===== src/rtl/irq_ctrl.sv =====
// Fixed-priority interrupt controller with edge-latched pending bits,
// a mask register and a two-state IDLE/SERVICE sequencer without nesting.
module irq_ctrl #(
    parameter int                NUM_IRQ    = 4,
    parameter int                ADDR_W     = 32,
    parameter logic [ADDR_W-1:0] VEC_BASE   = 32'h00000018,
    parameter int                VEC_STRIDE = 4
) (
    input  logic                clk,
    input  logic                reset,
    input  logic [NUM_IRQ-1:0]  irq,
    input  logic                stall,
    input  logic                mask_we,
    input  logic [NUM_IRQ-1:0]  mask_wdata,
    input  logic [ADDR_W-1:0]   pc_D,
    input  logic                rti,
    output logic                take,
    output logic [ADDR_W-1:0]   vector,
    output logic [ADDR_W-1:0]   epc,
    output logic [NUM_IRQ-1:0]  pending,
    output logic [NUM_IRQ-1:0]  in_service,
    output logic                sr
);

    typedef enum logic {
        IDLE    = 1'b0,
        SERVICE = 1'b1
    } state_t;

    state_t             state;
    state_t             state_nxt;
    logic [NUM_IRQ-1:0] irq_q;
    logic [NUM_IRQ-1:0] mask;
    logic [NUM_IRQ-1:0] rise;
    logic [NUM_IRQ-1:0] eligible;
    logic [NUM_IRQ-1:0] win_oh;
    logic [3:0]         win_idx;
    logic [ADDR_W-1:0]  vec_calc;
    logic               armed;

    // The first cycle after reset only loads irq_q, so a line that was
    // already high while in reset is not mistaken for a fresh edge.
    always_ff @(posedge clk or posedge reset) begin
        if (reset) begin
            irq_q <= '0;
            armed <= 1'b0;
        end else begin
            irq_q <= irq;
            armed <= 1'b1;
        end
    end

    assign rise     = irq & ~irq_q & {NUM_IRQ{armed}};
    assign eligible = pending & ~mask;

    always_comb begin
        win_idx = '0;
        win_oh  = '0;
        for (int i = NUM_IRQ - 1; i >= 0; i--) begin
            if (eligible[i]) begin
                win_idx   = 4'(i);
                win_oh    = '0;
                win_oh[i] = 1'b1;
            end
        end
    end

    assign vec_calc = VEC_BASE
                    + ADDR_W'(win_idx) * ADDR_W'(VEC_STRIDE);

    always_ff @(posedge clk or posedge reset) begin
        if (reset) begin
            state <= IDLE;
        end else begin
            state <= state_nxt;
        end
    end

    always_comb begin
        state_nxt = state;
        unique case (state)
            IDLE:    if (take) state_nxt = SERVICE;
            SERVICE: if (rti)  state_nxt = IDLE;
            default: state_nxt = IDLE;
        endcase
    end

    always_comb begin
        sr     = (state == IDLE);
        take   = (|eligible) & sr & ~stall;
        vector = take ? vec_calc : '0;
    end

    // A new edge on the winner in the take cycle must survive the clear.
    always_ff @(posedge clk or posedge reset) begin
        if (reset) begin
            pending <= '0;
        end else begin
            pending <= (pending & ~(take ? win_oh : '0)) | rise;
        end
    end

    always_ff @(posedge clk or posedge reset) begin
        if (reset) begin
            mask <= '0;
        end else if (mask_we) begin
            mask <= mask_wdata;
        end
    end

    always_ff @(posedge clk or posedge reset) begin
        if (reset) begin
            epc        <= '0;
            in_service <= '0;
        end else if (take) begin
            epc        <= pc_D;
            in_service <= win_oh;
        end else if (rti && state == SERVICE) begin
            in_service <= '0;
        end
    end

endmodule

===== config.mk =====
export PLATFORM = sky130hd
export DESIGN_NAME = irq_ctrl
export DESIGN_NICKNAME = d
export VERILOG_FILES = /design/src/rtl/irq_ctrl.sv
export SDC_FILE = /design/constraint.sdc
export NUM_CORES = 1
export LEC_CHECK = 0
export BUFFER_PORTS_ARGS = -buffer_cell sky130_fd_sc_hd__buf_4
export CORE_ASPECT_RATIO = 0.75
export CORE_MARGIN = 4
export CORE_UTILIZATION = 40
export CTS_BUF_LIST = sky130_fd_sc_hd__clkbuf_8
export DETAILED_ROUTE_END_ITERATION = 8
export HOLD_SLACK_MARGIN = 0.03
export MAX_ROUTING_LAYER = met4
export PLACE_DENSITY_LB_ADDON = 0.1
export REMOVE_ABC_BUFFERS = 1
export SETUP_SLACK_MARGIN = 0.5
export SLEW_MARGIN = 0
export SYNTH_ARGS = -nofsm -noshare
export SYNTH_HDL_FRONTEND = slang
export SYNTH_SLANG_ARGS = --single-unit

===== constraint.sdc =====
create_clock -name clk -period 3.65 [get_ports clk]
set_input_delay 1.095 -clock clk [delete_from_list [all_inputs] [get_ports clk]]
set_output_delay 1.095 -clock clk [all_outputs]
set_load 0.02 [all_outputs]

After elaboration in Yosys (flattened, before gate mapping)

Cells that the tools add are included.

Bits in registers: 50
Latch bits: 0
RAM bits: 0
Bits in read-only memories: 0
Input bits: 45
Logic and storage cells: 38
Memories: 0

$add $sub $neg: 1
Multipliers: 0
Div/mod/pow operators: 0
$lt $le $gt $ge: 0
Equality and inequality tests: 0
Shift-type cells: 0
Muxes and demuxes: 15
Bitwise logic cells: 12
Reduce and logical (&&, ||, !) cells: 3

Operators by type and width:

| operator                                    | number |
|---|---|
| two-way mux 4 bit                           | 10 |
| AND 4 bit                                   | 4 |
| NOT 4 bit                                   | 3 |
| adder 5 x 6 -> 7 bit (first input constant) | 1 |
| two-way mux 7 bit                           | 1 |
| OR 4 bit                                    | 1 |
| OR reduction 4 bit                          | 1 |
| AND 1 bit                                   | 2 |
| two-way mux 1 bit                           | 2 |
| two-way mux 2 bit                           | 1 |
| NOT 1 bit                                   | 2 |
| case mux 1 bit (2 select lines)             | 1 |
| nonzero test 2 bit                          | 1 |
| logical AND 1 bit                           | 1 |

Logic depth before layout (Yosys ltp)

Gate-level depths: netlist of run 1.

Depth after elaboration: 10
Depth in mapped cells: 5
Depth with buffers taken out: 4

Worst setup path before layout of run 1

No wires, ideal clock.

Path kind: input -> output
Start: input port stall
End: output port vector[4]
Arrival time: 2.205 ns
Required time: 2.555 ns
Setup slack: 0.350 ns
Stages on the path: 3
Path buffers: 1
Path through: nor2_1 > a21boi_0 > buf_4

Longest elaborated chain between the ends: 3

RTL lines:

| element           | line | source |
|---|---|---|
| start, declared   | 12   | `input logic stall,` |
| NOT 1 bit         | 90   | `take = (\|eligible) & sr & ~stall;` |
| AND 1 bit         | 90   |  |
| two-way mux 7 bit | 91   | `vector = take ? vec_calc : '0;` |
| end, declared     | 18   | `output logic [ADDR_W-1:0] vector,` |

Every way passes these cells.

Worst setup path in the final report of run 1

Start: input port stall
End: output port vector[3]

The elaborated chain is that of the path after synthesis.

==> results of run 1 <==
path summary, 6_finish.rpt:
| kind | startpoint | to | slack [ns] | cells past startpoint |
|---|---|---|---|---|
| worst min-delay path | irq_q[2] | pending[2] | 0.43 | 1 |
| worst max register to register | pending[0] | epc[17] | 1.73 | 4 |
| min in group asynchronous | reset | epc[12] | 1.05 | 2 |
| worst min register to register | irq_q[2] | pending[2] | 0.43 | 1 |
| max in group asynchronous | reset | irq_q[2] | 1.98 | 2 |
| worst max-delay path | stall | vector[3] | 0.63 | 4 |
synth_stat cells, types with 2 or more instances:
master | number | area, sq um
dfrtp_1 | 50 | 1251
mux2_2 | 31 | 349.1
buf_4 | 29 | 217.7
nand2_1 | 7 | 26.28
o21ai_0 | 6 | 30.03
mux2_1 | 5 | 56.30
nor2b_1 | 4 | 25.02
buf_6 | 3 | 33.78
inv_1 | 3 | 11.26
nand3b_1 | 3 | 22.52
nor2_1 | 3 | 11.26
conb_1 | 2 | 7.510
nand2b_1 | 2 | 12.51
nand3_1 | 2 | 10.01
o2bb2ai_1 | 2 | 17.52
logic make-up (layout without fill, tap and decap cells):
logic type | Yosys count | count (layout) | share of synthesized area
and+or+nand+nor | 23 | 23 | 0.05636
buffers and inverters | 35 | 100 | 0.1220
muxes | 36 | 36 | 0.1883
AOI/OAI and AO/OA | 13 | 13 | 0.04881
DFF | 50 | 50 | 0.5811
other | 2 | 29 | 0.003488
power groups by stage:
| stage | Sequential, mW | Clock [mW] | Combinational, mW |
|---|---|---|---|
| after CTS | 0.906 | 0.325 | 1.11 |
| after global routing | 0.943 | 0.352 | 1.16 |
| after floorplan | 1.17 | 0 | 0.355 |
| final | 0.904 | 0.314 | 1.09 |
| after detailed placement | 0.912 | 0 | 1.11 |
| after global placement | 0.905 | 0 | 1.10 |
stage by stage:
stage | worst slack [ns] | hold slack, ns | instances
after global routing | 0.5600 | 0.5002 | 323
after global placement | 0.5241 | 0.4216 | 317
after floorplan | 0.2189 | 0.4103 | 154
final | 0.6267 | 0.4285 | 323
after CTS | 0.5149 | 0.4256 | 323
after detailed placement | 0.5174 | 0.4208 | 317
worst reg2reg max path, delay by kind of cell (launching register included):
kind,cells,cell delay [ns]
buffers and inverters,1,0.44
flip-flops,1,0.42
multiplexers,1,0.42
AND/OR/NAND/NOR,1,0.17
AO/OA/AOI/OAI,1,0.36
per-layer routing:
layer,vias up,share of wire,track usage
met3,5,0.13,0.05247
met5,-,0,-
li1,657,-,-
met1,646,0.44,0.1771
met4,0,0.0069,0.03415
met2,82,0.43,0.2114
sequential cells by signal, summed over array words and instances (netlist names):
| signal | flops |
|---|---|
| irq_q | 4 |
| in_service | 4 |
| state | 1 |
| armed | 1 |
| pending | 4 |
| epc | 32 |
| mask | 4 |
layout make-up:
class,count,area [sq um],share of cell area
sequential,50,1251,0.4373
inverter,3,11.26,0.003935
multi-input combinational,101,743.2,0.2597
tap,72,90.09,0.03148
timing repair buffer,91,683.2,0.2387
clock buffer,6,82.58,0.02886
==> impl_metrics.ini, run 1 <==
[timing]
tns_ns = 0
worst_slew_pin_slew_ns = 1.021
post-route-period-util = 0.8283
setup_viol = 0
max_clock_freq_ghz = 0.3308
slew_violations = 0
max_slew_margin = 0.3186
hold_viol = 0
period_needed_ns = 3.023
rsz0062_at_grt = no
clock_skew_ns = 0.003093

[placement]
hpwl_microns = 3287
portBuffers = 90
dpl-instance-area_sq_mm = 0.002776
gp_congestion = 0.7311

[final_layout]
layout-drive-gt1-share = 0.5219
fin_nets = 297
layout_common_cells = buf_4, dfrtp_1, mux2_2
n_antenna_cell = 0
utilization = 0.5681
fill_cells = 476
layout_commonest_cell = buf_4
final_area_sq_mm = 0.002861
syn_to_final_growth_pct = 32.89

[global_routing]
antenna_found_initial = 0
overflow = 0
grt_pass1_vias = 1415
grt_max_degree = 51
grt_pass1_wl_microns = 7038
grtUsageTotal = 0.1390

[setup_path]
crit_family = buffers and inverters
worstPathCellList = buf_4 > nor2_2 > a21boi_0 > buf_4
worst_path_most_repeated_cell = buf_4
required_ns = 2.55
cp.arrival_ns = 1.93
critPathSlowestCell = a21boi_0
critPathKind = input port to primary output
endpoint_kind = primary output
slowest_delay_ns = 0.32
crit_path_start_kind = input port
crit_buf_inv = 2
crit_fanout = 4

[detailed_routing]
vias = 1390
postRouteAntennaNets = 0
viasPerCell = 4.303
first_pass_iters = 4
drt_iter0_drc = 36
drc = 0
routedWlPerCell_microns = 13.55
wirelength_microns = 4376

[power_and_ir_drop]
p_per_area_mw_per_mm2 = 806.3
sw_frac_of_total = 0.3753
p_leak_nw = 1.415
clockPowerShare = 0.136
power_frac_seq = 0.392
p_comb_frac = 0.472
p_int_mw = 1.441
power.switching_uw = 866.0
peakVddDrop_uv = 420.7
fin_total_pwr_mw = 2.307

[clocking]
cts_root_buffer = clkbuf_8
post_cts_buffers = 0
cts_max_level = 2
cts_tree = done
worst_skew_pair.late_latency_ns = 0.29
hold_buffers = 0
clkSlewWorstSetupHoldPaths_ns = 0.08
cts.sinks = 50
cts_buffer_depth = 2
cts_resized = 0
cts_made_buffers = 5

[synthesis]
synthArstFlopShare = 1.000
synthesis.instances = 159
synth-edff-count = 0
ys_seq_area_frac = 0.5811
synth_cell_types = 22
ys_warn_count = 0
synth.ff_latch_count = 50
avgSynthCellArea_sq_um = 13.54
syn_area_sq_mm = 0.002153
synth_flop_cell = dfrtp_1

[floorplanning]
die_width_microns = 92.72
die_height_microns = 71.54
top_level_ports = 119
initial_core_util = 0.4275
coreArea_sq_mm = 0.005037
die-area_sq_mm = 0.006633
row_count = 22

[worst_hold_path]
holdCritPathClass = register to register

[run]
maxCapViolations = 0

[run_status]
status = finished, final reports clean
No activity file was read; power rests on OpenSTA's default activity.
==> run 2, diff against run 1 <==
clock period = 2.7 ns   (was 3.65 ns; I/O delays follow)
==> impl_metrics.ini, run 2 (synthesized netlist as in run 1, its figures left out) <==
[setup_path]
crit_family = buffers and inverters
worstPathCellList = buf_8 > nor2_4 > buf_4 > o41ai_4 > inv_1 > buf_6
critPathKind = input port to primary output
critPathSlowestCell = buf_4
crit_fanout = 4
slowest_delay_ns = 0.14
required_ns = 1.89
endpoint_kind = primary output
cp.arrival_ns = 1.42
crit_path_start_kind = input port
crit_buf_inv = 4

[timing]
fin_ws_ns = 0.4722
rsz0062_at_grt = yes
whs_ns = 0.4274
max_clock_freq_ghz = 0.4489
clock_skew_ns = 0.004985
post-route-period-util = 0.8251
period_needed_ns = 2.228
slew_violations = 0
hold_viol = 0
setup_viol = 0
tns_ns = 0

[final_layout]
fill_cells = 438
n_antenna_cell = 0
utilization = 0.5929
layout_common_cells = buf_4, dfrtp_1, mux2_2
largest_register_ffs = 32
layout-drive-gt1-share = 0.5670
multi_input_area_sq_um = 792.0
layout_commonest_cell = buf_4
seq_area_sq_mm = 0.001251
syn_to_final_growth_pct = 38.70
largest-register = epc
fin_nets = 306

[detailed_routing]
drt_iter0_drc = 25
first_pass_iters = 4
routedWlPerCell_microns = 13.49
wirelength_microns = 4491
postRouteAntennaNets = 0
viasPerCell = 4.306
vias = 1434
drc = 0

[global_routing]
grt_max_degree = 37
grt_pass1_wl_microns = 7017
antenna_found_initial = 0
grt_pass1_vias = 1409
grtUsageTotal = 0.1390
overflow = 0

[floorplanning]
die_width_microns = 92.72
die-area_sq_mm = 0.006633
top_level_ports = 119
initial_core_util = 0.4275
die_height_microns = 71.54
row_count = 22
coreArea_sq_mm = 0.005037

[clocking]
cts_root_buffer = clkbuf_8
cts_made_buffers = 5
worst_skew_pair.late_latency_ns = 0.29
cts_max_level = 2
cts_buffer_depth = 2
cts.sinks = 50
clkSlewWorstSetupHoldPaths_ns = 0.08
cts_tree = done

[power_and_ir_drop]
p_per_area_mw_per_mm2 = 1065
p_leak_nw = 1.490
peakVddDrop_uv = 504.9

[placement]
portBuffers = 90
gp_congestion = 0.7858
hpwl_microns = 3454
pre_cts_slack_ns = 0.2615

[worst_hold_path]
holdCritPathClass = register to register

[run]
maxCapViolations = 0

[run_status]
status = finished, final reports clean
[run 2: path summary, 6_finish.rpt]
check                           startpoint         end  slack [ns]  depth (start not counted)
worst max-delay path                 stall        take        0.47                          6
worst min-delay path              irq_q[2]  pending[2]        0.43                          1
worst max register to register  pending[3]     epc[17]        0.85                          4
worst min register to register    irq_q[2]  pending[2]        0.43                          1
max in group asynchronous            reset     epc[27]        1.64                          3
min in group asynchronous            reset     epc[26]        0.50                          2
[run 2: layout make-up]
cell class,instances,share of cell area
Clock buffer,5,0.02304
Clock inverter,2,0.002514
Inverter,3,0.003770
Multi-Input combinational cell,101,0.2652
Sequential cell,50,0.4189
Tap cell,72,0.03016
Timing Repair Buffer,100,0.2564
[run 2: what timing repair did]
item                       in CTS  in global routing
resized for setup              11                  8
hold buffers                    0                  0
pin swaps                       1                  2
setup buffers                   4                  2
setup endpoints to repair       5                  5
[run 2: where the power goes]
| part | switching [mW] | internal, mW | total (mW) | leakage, nW |
|---|---|---|---|---|
| combinational | 0.807 | 0.769 | 1.58 | 0.852 |
| clock | 0.221 | 0.171 | 0.392 | 0.0466 |
| sequential | 0.161 | 1.05 | 1.21 | 0.591 |
[run 2: routing by layer]
metal	wire, microns	track usage	vias up
met1	1984	0.1824	667
met3	506	0.05247	5
li1	-	-	681
met5	0	-	-
met2	1964	0.2050	81
met4	35	0.03415	0
[run 2: per-stage QoR]
step / cells / total power [mW] / cell area [sq um]
finish: 333 / 3.181 / 2987
global route: 333 / 3.373 / 2987
CTS: 331 / 3.196 / 2943
detailed placement: 320 / 2.734 / 2799
global placement: 320 / 2.722 / 2799
floorplan: 154 / 2.057 / 2003
==> run 3, diff against run 2 <==
clock period = 1.9 ns   (was 2.7 ns; I/O delays follow)
==> impl_metrics.ini, run 3 (synthesized netlist as in run 1, its figures left out) <==
[run_status]
status = complete, but fails checks
violations = setup timing

[setup_path]
cp.depth = 4
cp.arrival_ns = 1.51
crit_buf_inv = 2
crit_end = take
r2r_slack_ns = -0.01
endpoint_kind = primary output
crit_path_start_kind = register
slowest_delay_ns = 0.41
r2r_start = pending[3]
r2r_end = epc[11]
worstPathCellList = nor2b_4 > o41ai_4 > inv_1 > buf_6
rr_worst_depth = 7
critPathLaunch = pending[3]
critPathSlowestCell = dfrtp_1
required_ns = 1.33
crit_fanout = 2
crit_family = flip-flops
critPathKind = register to primary output

[placement]
hpwl_microns = 3472
dp.cells = 326
gp_congestion = 0.7462
pre_cts_slack_ns = 0.01037
portBuffers = 90

[final_layout]
fin_cells = 372
n_antenna_cell = 0
layout_common_cells = buf_4, buf_6, dfrtp_1
layout_commonest_cell = buf_4
fin_nets = 345
largest-register = epc
fill_cells = 336
syn_to_final_growth_pct = 75.48
layout-drive-gt1-share = 0.6767
largest_register_ffs = 32

[detailed_routing]
routedWlPerCell_microns = 15.35
postRouteAntennaNets = 0
first_pass_iters = 4
drt_iter0_drc = 50
wirelength_microns = 5709
drc = 0
viasPerCell = 4.360
vias = 1622

[clocking]
cts_max_level = 2
hold_buffers = 0
worst_skew_pair.late_latency_ns = 0.30
clkSlewWorstSetupHoldPaths_ns = 0.09
cts.sinks = 50
cts_tree = done
cts_buffer_depth = 2
cts_made_buffers = 5
cts_root_buffer = clkbuf_8

[floorplanning]
row_count = 22
die-area_sq_mm = 0.006633
top_level_ports = 119
die_height_microns = 71.54
initial_core_util = 0.4275
die_width_microns = 92.72
coreArea_sq_mm = 0.005037

[power_and_ir_drop]
p_leak_nw = 1.957
fin_total_pwr_mw = 6.190
p_per_area_mw_per_mm2 = 1638
peakVddDrop_uv = 972.2

[timing]
rsz0062_at_grt = yes
period_needed_ns = 2.079
slew_violations = 0
fin_ws_ns = -0.1793
clock_skew_ns = 0.006253
hold_viol = 0
max_clock_freq_ghz = 0.4809
post-route-period-util = 1.094
setup_viol = 13
tns_ns = -0.5479

[global_routing]
grt_pass1_vias = 1665
overflow = 0
antenna_found_initial = 0
grt_pass1_wl_microns = 8431
grt_max_degree = 51
grtUsageTotal = 0.1699

[worst_hold_path]
holdCritPathClass = input port to async pin

[run]
maxCapViolations = 0
-- run 3: changes by cell type in the layout (fill, tap and decap cells not counted), moves of 2 or more --
cell	previous run	this run
buf_12	0	6
inv_1	4	1
o21ai_1	0	3
o21ai_0	6	1
o2bb2ai_2	0	2
mux2_4	0	32
o21ai_2	0	2
nor2_2	0	2
o2bb2ai_1	2	0
buf_6	2	52
mux2_1	5	0
buf_4	97	77
buf_16	0	2
mux2_2	31	4
-- run 3: tightest hold or removal path: cells and delay by family --
kind	cells	cell delay (ns)
buffers and inverters	3	0.43
-- run 3: worst min path at each step --
stage	startpoint	to	slack [ns]	cells past startpoint
2_1_floorplan	irq_q[2]	pending[2]	0.41	1
3_5_place_dp	irq_q[2]	pending[2]	0.44	1
3_3_place_gp	irq_q[2]	pending[2]	0.42	1
4_1_cts	reset	epc[15]	0.31	3
6_report	reset	epc[0]	0.31	3
5_1_grt	reset	epc[22]	0.32	3
-- run 3: layer usage --
| layer | global-route usage | up-vias | share of wire | wire length, microns |
|---|---|---|---|---|
| met2 | 0.2693 | 84 | 0.47 | 2655 |
| met3 | 0.04197 | 9 | 0.084 | 482 |
| met4 | 0.05041 | 0 | 0.015 | 83 |
| met1 | 0.2179 | 770 | 0.44 | 2487 |
| met5 | - | - | 0 | 0 |
| li1 | - | 759 | - | - |
-- run 3: final cells by class --
class | count | area (sq um) | area share
multi-input cells | 101 | 942.2 | 0.2493
well taps | 72 | 90.09 | 0.02384
repair buffers | 139 | 1369 | 0.3623
flip-flops and latches | 50 | 1251 | 0.3311
clock buffers | 6 | 82.58 | 0.02185
inverters | 3 | 13.76 | 0.003642
clock inverters | 1 | 30.03 | 0.007947
-- run 3: power by group --
part           total (mW)  internal [mW]  switching [mW]
clock               0.767          0.421           0.345
combinational        3.60           2.17            1.43
sequential           1.82           1.50           0.324
-- run 3: metrics by stage --
step           hold WS [ns]    util  area (sq um)
3_5_place_dp         0.4373  0.5671          2856
6_report             0.3060  0.7501          3779
3_3_place_gp         0.4160  0.5671          2856
4_1_cts              0.3071  0.7042          3547
5_1_grt              0.3199  0.7501          3779
2_1_floorplan        0.4103       -          2003
-- run 3: repair_timing --
item,in CTS,in global routing
buffers inserted,15,22
pin swaps,5,4
setup endpoints to repair,84,86
resized for setup,105,20
gates cloned,2,0
